**src/rtl/alu_frame_scheduler.sv**
```systemverilog
// Per-frame sequencer for the shared filter ALU: runs left then right channel,
// captures both accumulators and publishes the stereo pair with sleep/watchdog/overrun status.
module alu_frame_scheduler #(
  parameter int ACC_W      = 40,
  parameter int DATA_W     = 16,
  parameter int ZERO_LIMIT = 800,
  parameter int TIMEOUT    = 2048
) (
  input  logic              clk,
  input  logic              clear_n,
  input  logic              frame_valid,
  output logic              frame_ready,
  input  logic [DATA_W-1:0] sample_l,
  input  logic [DATA_W-1:0] sample_r,
  output logic              alu_clear,
  output logic              alu_enable,
  output logic              alu_chan,
  input  logic              alu_done,
  input  logic [ACC_W-1:0]  alu_accum,
  output logic [ACC_W-1:0]  out_l,
  output logic [ACC_W-1:0]  out_r,
  output logic              out_valid,
  input  logic              out_ready,
  output logic              sleep,
  output logic              overrun,
  output logic              timeout,
  input  logic              flags_clr
);

  localparam int ZC_W = $clog2(ZERO_LIMIT + 1);
  localparam int WD_W = $clog2(TIMEOUT);

  typedef enum logic [2:0] {IDLE, CLR_L, RUN_L, CLR_R, RUN_R, PUBLISH} state_t;

  state_t          state_r;
  logic [ZC_W-1:0] zcnt_l_r, zcnt_r_r;
  logic [ZC_W-1:0] zcnt_l_nxt_s, zcnt_r_nxt_s;
  logic [WD_W-1:0] wd_r;
  logic            accept_s, overrun_set_s, timeout_set_s, wd_expired_s, both_sleep_s;

  // Handshake decode, saturating zero-run counters and watchdog expiry
  always_comb begin
    accept_s      = frame_valid & frame_ready;
    overrun_set_s = frame_valid & ~frame_ready;
    wd_expired_s  = (wd_r == WD_W'(TIMEOUT - 1));
    if (sample_l == {DATA_W{1'b0}}) begin
      zcnt_l_nxt_s = (zcnt_l_r == ZC_W'(ZERO_LIMIT)) ? zcnt_l_r : zcnt_l_r + ZC_W'(1);
    end else begin
      zcnt_l_nxt_s = {ZC_W{1'b0}};
    end
    if (sample_r == {DATA_W{1'b0}}) begin
      zcnt_r_nxt_s = (zcnt_r_r == ZC_W'(ZERO_LIMIT)) ? zcnt_r_r : zcnt_r_r + ZC_W'(1);
    end else begin
      zcnt_r_nxt_s = {ZC_W{1'b0}};
    end
    both_sleep_s = (zcnt_l_nxt_s == ZC_W'(ZERO_LIMIT)) && (zcnt_r_nxt_s == ZC_W'(ZERO_LIMIT));
    if ((state_r == RUN_L) || (state_r == RUN_R)) begin
      timeout_set_s = ~alu_done & wd_expired_s;
    end else begin
      timeout_set_s = 1'b0;
    end
  end

  // Frame sequencer with registered ALU controls, results and sticky flags
  always_ff @(posedge clk) begin
    if (!clear_n) begin
      state_r     <= IDLE;
      frame_ready <= 1'b1;
      alu_clear   <= 1'b1;
      alu_enable  <= 1'b0;
      alu_chan    <= 1'b0;
      out_l       <= {ACC_W{1'b0}};
      out_r       <= {ACC_W{1'b0}};
      out_valid   <= 1'b0;
      sleep       <= 1'b0;
      overrun     <= 1'b0;
      timeout     <= 1'b0;
      zcnt_l_r    <= {ZC_W{1'b0}};
      zcnt_r_r    <= {ZC_W{1'b0}};
      wd_r        <= {WD_W{1'b0}};
    end else begin
      // A set event outranks a simultaneous clear
      if (overrun_set_s)  overrun <= 1'b1;
      else if (flags_clr) overrun <= 1'b0;
      if (timeout_set_s)  timeout <= 1'b1;
      else if (flags_clr) timeout <= 1'b0;

      case (state_r)
        IDLE: begin
          if (accept_s) begin
            zcnt_l_r    <= zcnt_l_nxt_s;
            zcnt_r_r    <= zcnt_r_nxt_s;
            frame_ready <= 1'b0;
            if (both_sleep_s) begin
              sleep     <= 1'b1;
              out_l     <= {ACC_W{1'b0}};
              out_r     <= {ACC_W{1'b0}};
              out_valid <= 1'b1;
              state_r   <= PUBLISH;
            end else begin
              sleep     <= 1'b0;
              alu_clear <= 1'b1;
              alu_chan  <= 1'b0;
              state_r   <= CLR_L;
            end
          end
        end
        CLR_L, CLR_R: begin
          alu_clear  <= 1'b0;
          alu_enable <= 1'b1;
          wd_r       <= {WD_W{1'b0}};
          state_r    <= (state_r == CLR_L) ? RUN_L : RUN_R;
        end
        RUN_L: begin
          if (alu_done || wd_expired_s) begin
            out_l      <= alu_done ? alu_accum : {ACC_W{1'b0}};
            alu_enable <= 1'b0;
            alu_clear  <= 1'b1;
            alu_chan   <= 1'b1;
            state_r    <= CLR_R;
          end else begin
            wd_r <= wd_r + WD_W'(1);
          end
        end
        RUN_R: begin
          if (alu_done || wd_expired_s) begin
            out_r      <= alu_done ? alu_accum : {ACC_W{1'b0}};
            alu_enable <= 1'b0;
            alu_clear  <= 1'b1;
            out_valid  <= 1'b1;
            state_r    <= PUBLISH;
          end else begin
            wd_r <= wd_r + WD_W'(1);
          end
        end
        PUBLISH: begin
          if (out_ready) begin
            out_valid   <= 1'b0;
            frame_ready <= 1'b1;
            state_r     <= IDLE;
          end
        end
        default: begin
          state_r     <= IDLE;
          frame_ready <= 1'b1;
          alu_clear   <= 1'b1;
          alu_enable  <= 1'b0;
          out_valid   <= 1'b0;
        end
      endcase
    end
  end

endmodule

```
**config.mk**
```make
export PLATFORM = sky130hd
export DESIGN_NAME = alu_frame_scheduler
export DESIGN_NICKNAME = d
export VERILOG_FILES = /design/src/rtl/alu_frame_scheduler.sv
export SDC_FILE = /design/constraint.sdc
export NUM_CORES = 1
export LEC_CHECK = 0
export ABC_AREA = 1
export CAP_MARGIN = 20
export CORE_MARGIN = 1.5
export CORE_UTILIZATION = 49
export DETAILED_ROUTE_END_ITERATION = 8
export PLACE_DENSITY = 0.9
export SYNTH_ARGS = -nofsm -noshare
export SYNTH_HDL_FRONTEND = slang
export SYNTH_SLANG_ARGS = --single-unit
```
**constraint.sdc**
```tcl
create_clock -name clk -period 2.6 [get_ports clk]
set_clock_uncertainty 0.1 [all_clocks]
set_input_delay 0.39 -clock clk [delete_from_list [all_inputs] [get_ports clk]]
set_output_delay 0.39 -clock clk [all_outputs]
set_load 0.005 [all_outputs]
```
==> results of run 1 <==
==> worst max-delay path, delay by kind of cell <==
kind                   cells  cell delay, ns
buffers and inverters      3            0.78
and+or+nand+nor           14            1.52
==> layout by cell type, fill, tap and decap left out, types with 5 or more instances in the layout <==
master,n
nand2_2,8
inv_2,10
nor3_1,14
nand4_1,20
nand3_1,121
clkdlybuf4s50_1,163
buf_4,34
dfxtp_2,5
a211oi_1,7
dfxtp_1,115
nor2_1,163
o21ai_0,23
a21oi_1,76
inv_1,100
clkbuf_16,22
nand2_1,213
clkbuf_8,5
xor2_1,6
nor2_2,14
==> power groups by stage <==
stage,clock [mW],combinational (mW),sequential [mW]
after global placement,0,2.78,2.54
after detailed placement,0,2.88,2.55
after CTS,2.47,2.93,2.52
after floorplan,0,1.85,2.51
after global routing,2.56,3.76,2.59
final,2.47,3.43,2.55
==> sequential cells by signal, indices dropped and copies added (netlist names), 3 cells and up <==
name,count
out_l,40
out_r,40
wd_r,11
zcnt_l_r,10
zcnt_r_r,10
state_r,3
==> through the flow <==
step	hold WS [ns]	instances	total power [mW]
after floorplan	0.331	978	4.36
after global placement	0.340	1300	5.33
after detailed placement	0.365	1300	5.43
after CTS	0.346	1331	7.93
after global routing	0.391	1342	8.91
final	0.369	1343	8.46
==> layout make-up <==
cell class,instances,area share
multi-input cells,695,0.358
flip-flops and latches,122,0.271
repair buffers,209,0.232
clock buffers,25,0.0557
inverters,112,0.0467
well taps,172,0.0237
clock inverters,6,0.0121
repair inverters,1,0.000827
diodes,1,0.000276
==> routing by layer <==
layer | vias to the layer above | GRT usage
li1 | 3485 | -
met1 | 3271 | 0.313
met3 | 92 | 0.0900
met2 | 351 | 0.452
met4 | 0 | 0.144
met5 | - | 0
==> synth_stat cells, types with 9 or more instances <==
master and n:
nor2_1 173, a21oi_1 76, buf_2 9, nand3_1 122, clkbuf_1 34, inv_1 101, o21ai_0 23, nor3_1 15
dfxtp_1 122, nand2_1 217, nand4_1 20, inv_2 9
==> timing repair <==
| item | in CTS | in global routing |
|---|---|---|
| hold buffers | 0 | 0 |
| buffers inserted | 0 | 2 |
| setup endpoints to repair | 0 | 84 |
| gates resized for setup | 0 | 32 |
==> worst paths after layout <==
kind,from,endpoint
setup reg to reg,zcnt_r_r[2],out_l[33]
hold reg to reg,sleep,sleep
hold / removal,sleep,sleep
setup / recovery,sample_r[15],out_l[33]
==> logic make-up after synthesis <==
family,Yosys count,synth area share
xor gates and xnor gates,6,0.00840
buffers and inverters,162,0.104
and+or+nand+nor,573,0.395
adders and majority gates,5,0.0100
DFF,122,0.390
AOI/OAI and AO/OA,110,0.0920
==> results.toml, run 1 <==
[drt]
first_pass_iters = 5
wl_per_cell_um = 15.1
drc = 0
dr_wl_met3_um = 1730
wirelength_um = 20200
wl_met1_um = 7830
top_layer_used = "met4"
ant_nets = 0
num_vias = 7199
vias_per_cell = 5.36
drt_iter0_markers = 587
wl_met2_um = 9740

[setup_path]
rrSetupSlack_ns = 0.16
worstSetupPathType = "in -> reg"
r2r_cells = 16
required_ns = 2.81
slowest_delay_ns = 0.40
cp_max_fo = 7
worstSetupStartpointType = "input pin"
path_cells = "clkdlybuf4s50_1 -> nor2_1 -> nand2_1 -> nor2_2 -> nand2_2 -> buf_4 -> nor2_1 -> nand2_1 -> nor2_2 -> nand2_1 -> nor2_1 -> nand2_1 -> nand2_4 -> nand3_4 -> clkbuf_16 -> nor2_1 -> nor2_1"
path_common_cell = "nor2_1"
cp.arrival_ns = 2.71
end_kind = "flop"
cp_slowest_cell = "clkdlybuf4s50_1"

[power]
power.density_nw_per_um2 = 932
vdd_drop_max_mv = 0.563
p_switching_mw = 3.11
p_leak_nw = 3.82
pwr-share-seq = 0.302
power_frac_clock = 0.292
swShare = 0.368
power_frac_comb = 0.406
intPower_mw = 5.34

[synth]
ys_seq_area_frac = 0.390
syn_avg_cell_area_um2 = 6.40
ys_async_sr_fraction = 0
synth_ff_type = "dfxtp_1"
synth_edf_count = 0
syn_area_um2 = 6250
netlist.area_leader.share = 0.390
yosys_warnings = 0
ys_ff_latch = 122
syn_nets = 1061
synthTopCellsByArea = "dfxtp_1, nand2_1, nor2_1"
synth_area_leader_cell = "dfxtp_1"
yosys.cell_types.count = 34
synthCells = 978

[run]
max_cap_violations = 0

[placement]
pre_cts_slack_ns = -0.305
place.gp.congestion = 0.910
dp_hpwl_um = 12300
placed_area_um2 = 8190
io_buffers = 165

[sta]
finalMaxSlewViolations = 0
setup_ws_ns = 0.100
slew_headroom = 0.464
max_slew.worst_pin.slew_ns = 0.804
max_freq_mhz = 400
tns_ns = 0
setup-violations-final = 0
layout_min_cycle_time_ns = 2.50
fin_crit_sh = 0.961
hold_viol_final = 0

[grt]
grt.total_usage = 0.273
grt_pass1_wl_um = 29100
grt_pass1_vias = 6268
grt_max_degree = 82
antenna_found_initial = 0
grt-ovfl-total = 0

[final_layout]
fin_area_um2 = 9080
fin_util = 0.725
area_growth_pct = 45.1
register_area_um2 = 2460
drive_above_1_share = 0.110
num-fill-cells = 945
multi_input_area_um2 = 3250
layout.nets = 1241

[clock_network]
cts_tree = "built"
htree_num_levels = 4
clockRootBuffer = "clkbuf_16"
cts_buffers = 17
clk_latency_ns = 0.42
path_clk_slew_ns = 0.05
numClockSinks = 122
cts.path.max_buffers = 2

[hold_path]
hp-class = "reg -> reg"
whs_path_depth = 2

[floorplan]
placeableCoreArea_um2 = 12500
num_rows = 41
die_h_um = 116
die_w_um = 116
start_util = 0.500
io_pins = 166
dieArea_um2 = 13500

[status]
status = "finished clean"
Power figures use the tool's default switching activity.
==> inputs of run 2 (changes only) <==
--- a/config.mk
+++ b/config.mk
@@ -6,7 +6,7 @@
 export NUM_CORES = 1
 export LEC_CHECK = 0
 export ABC_AREA = 1
-export CAP_MARGIN = 20
+export ABC_CLOCK_PERIOD_IN_PS = 2600
 export CORE_MARGIN = 1.5
 export CORE_UTILIZATION = 49
 export DETAILED_ROUTE_END_ITERATION = 8
@@ -14,3 +14,4 @@
 export SYNTH_ARGS = -nofsm -noshare
 export SYNTH_HDL_FRONTEND = slang
 export SYNTH_SLANG_ARGS = --single-unit
+export TNS_END_PERCENT = 50
==> results of run 2 <==
Final layout, timing and power as in run 1 (identical DEF).
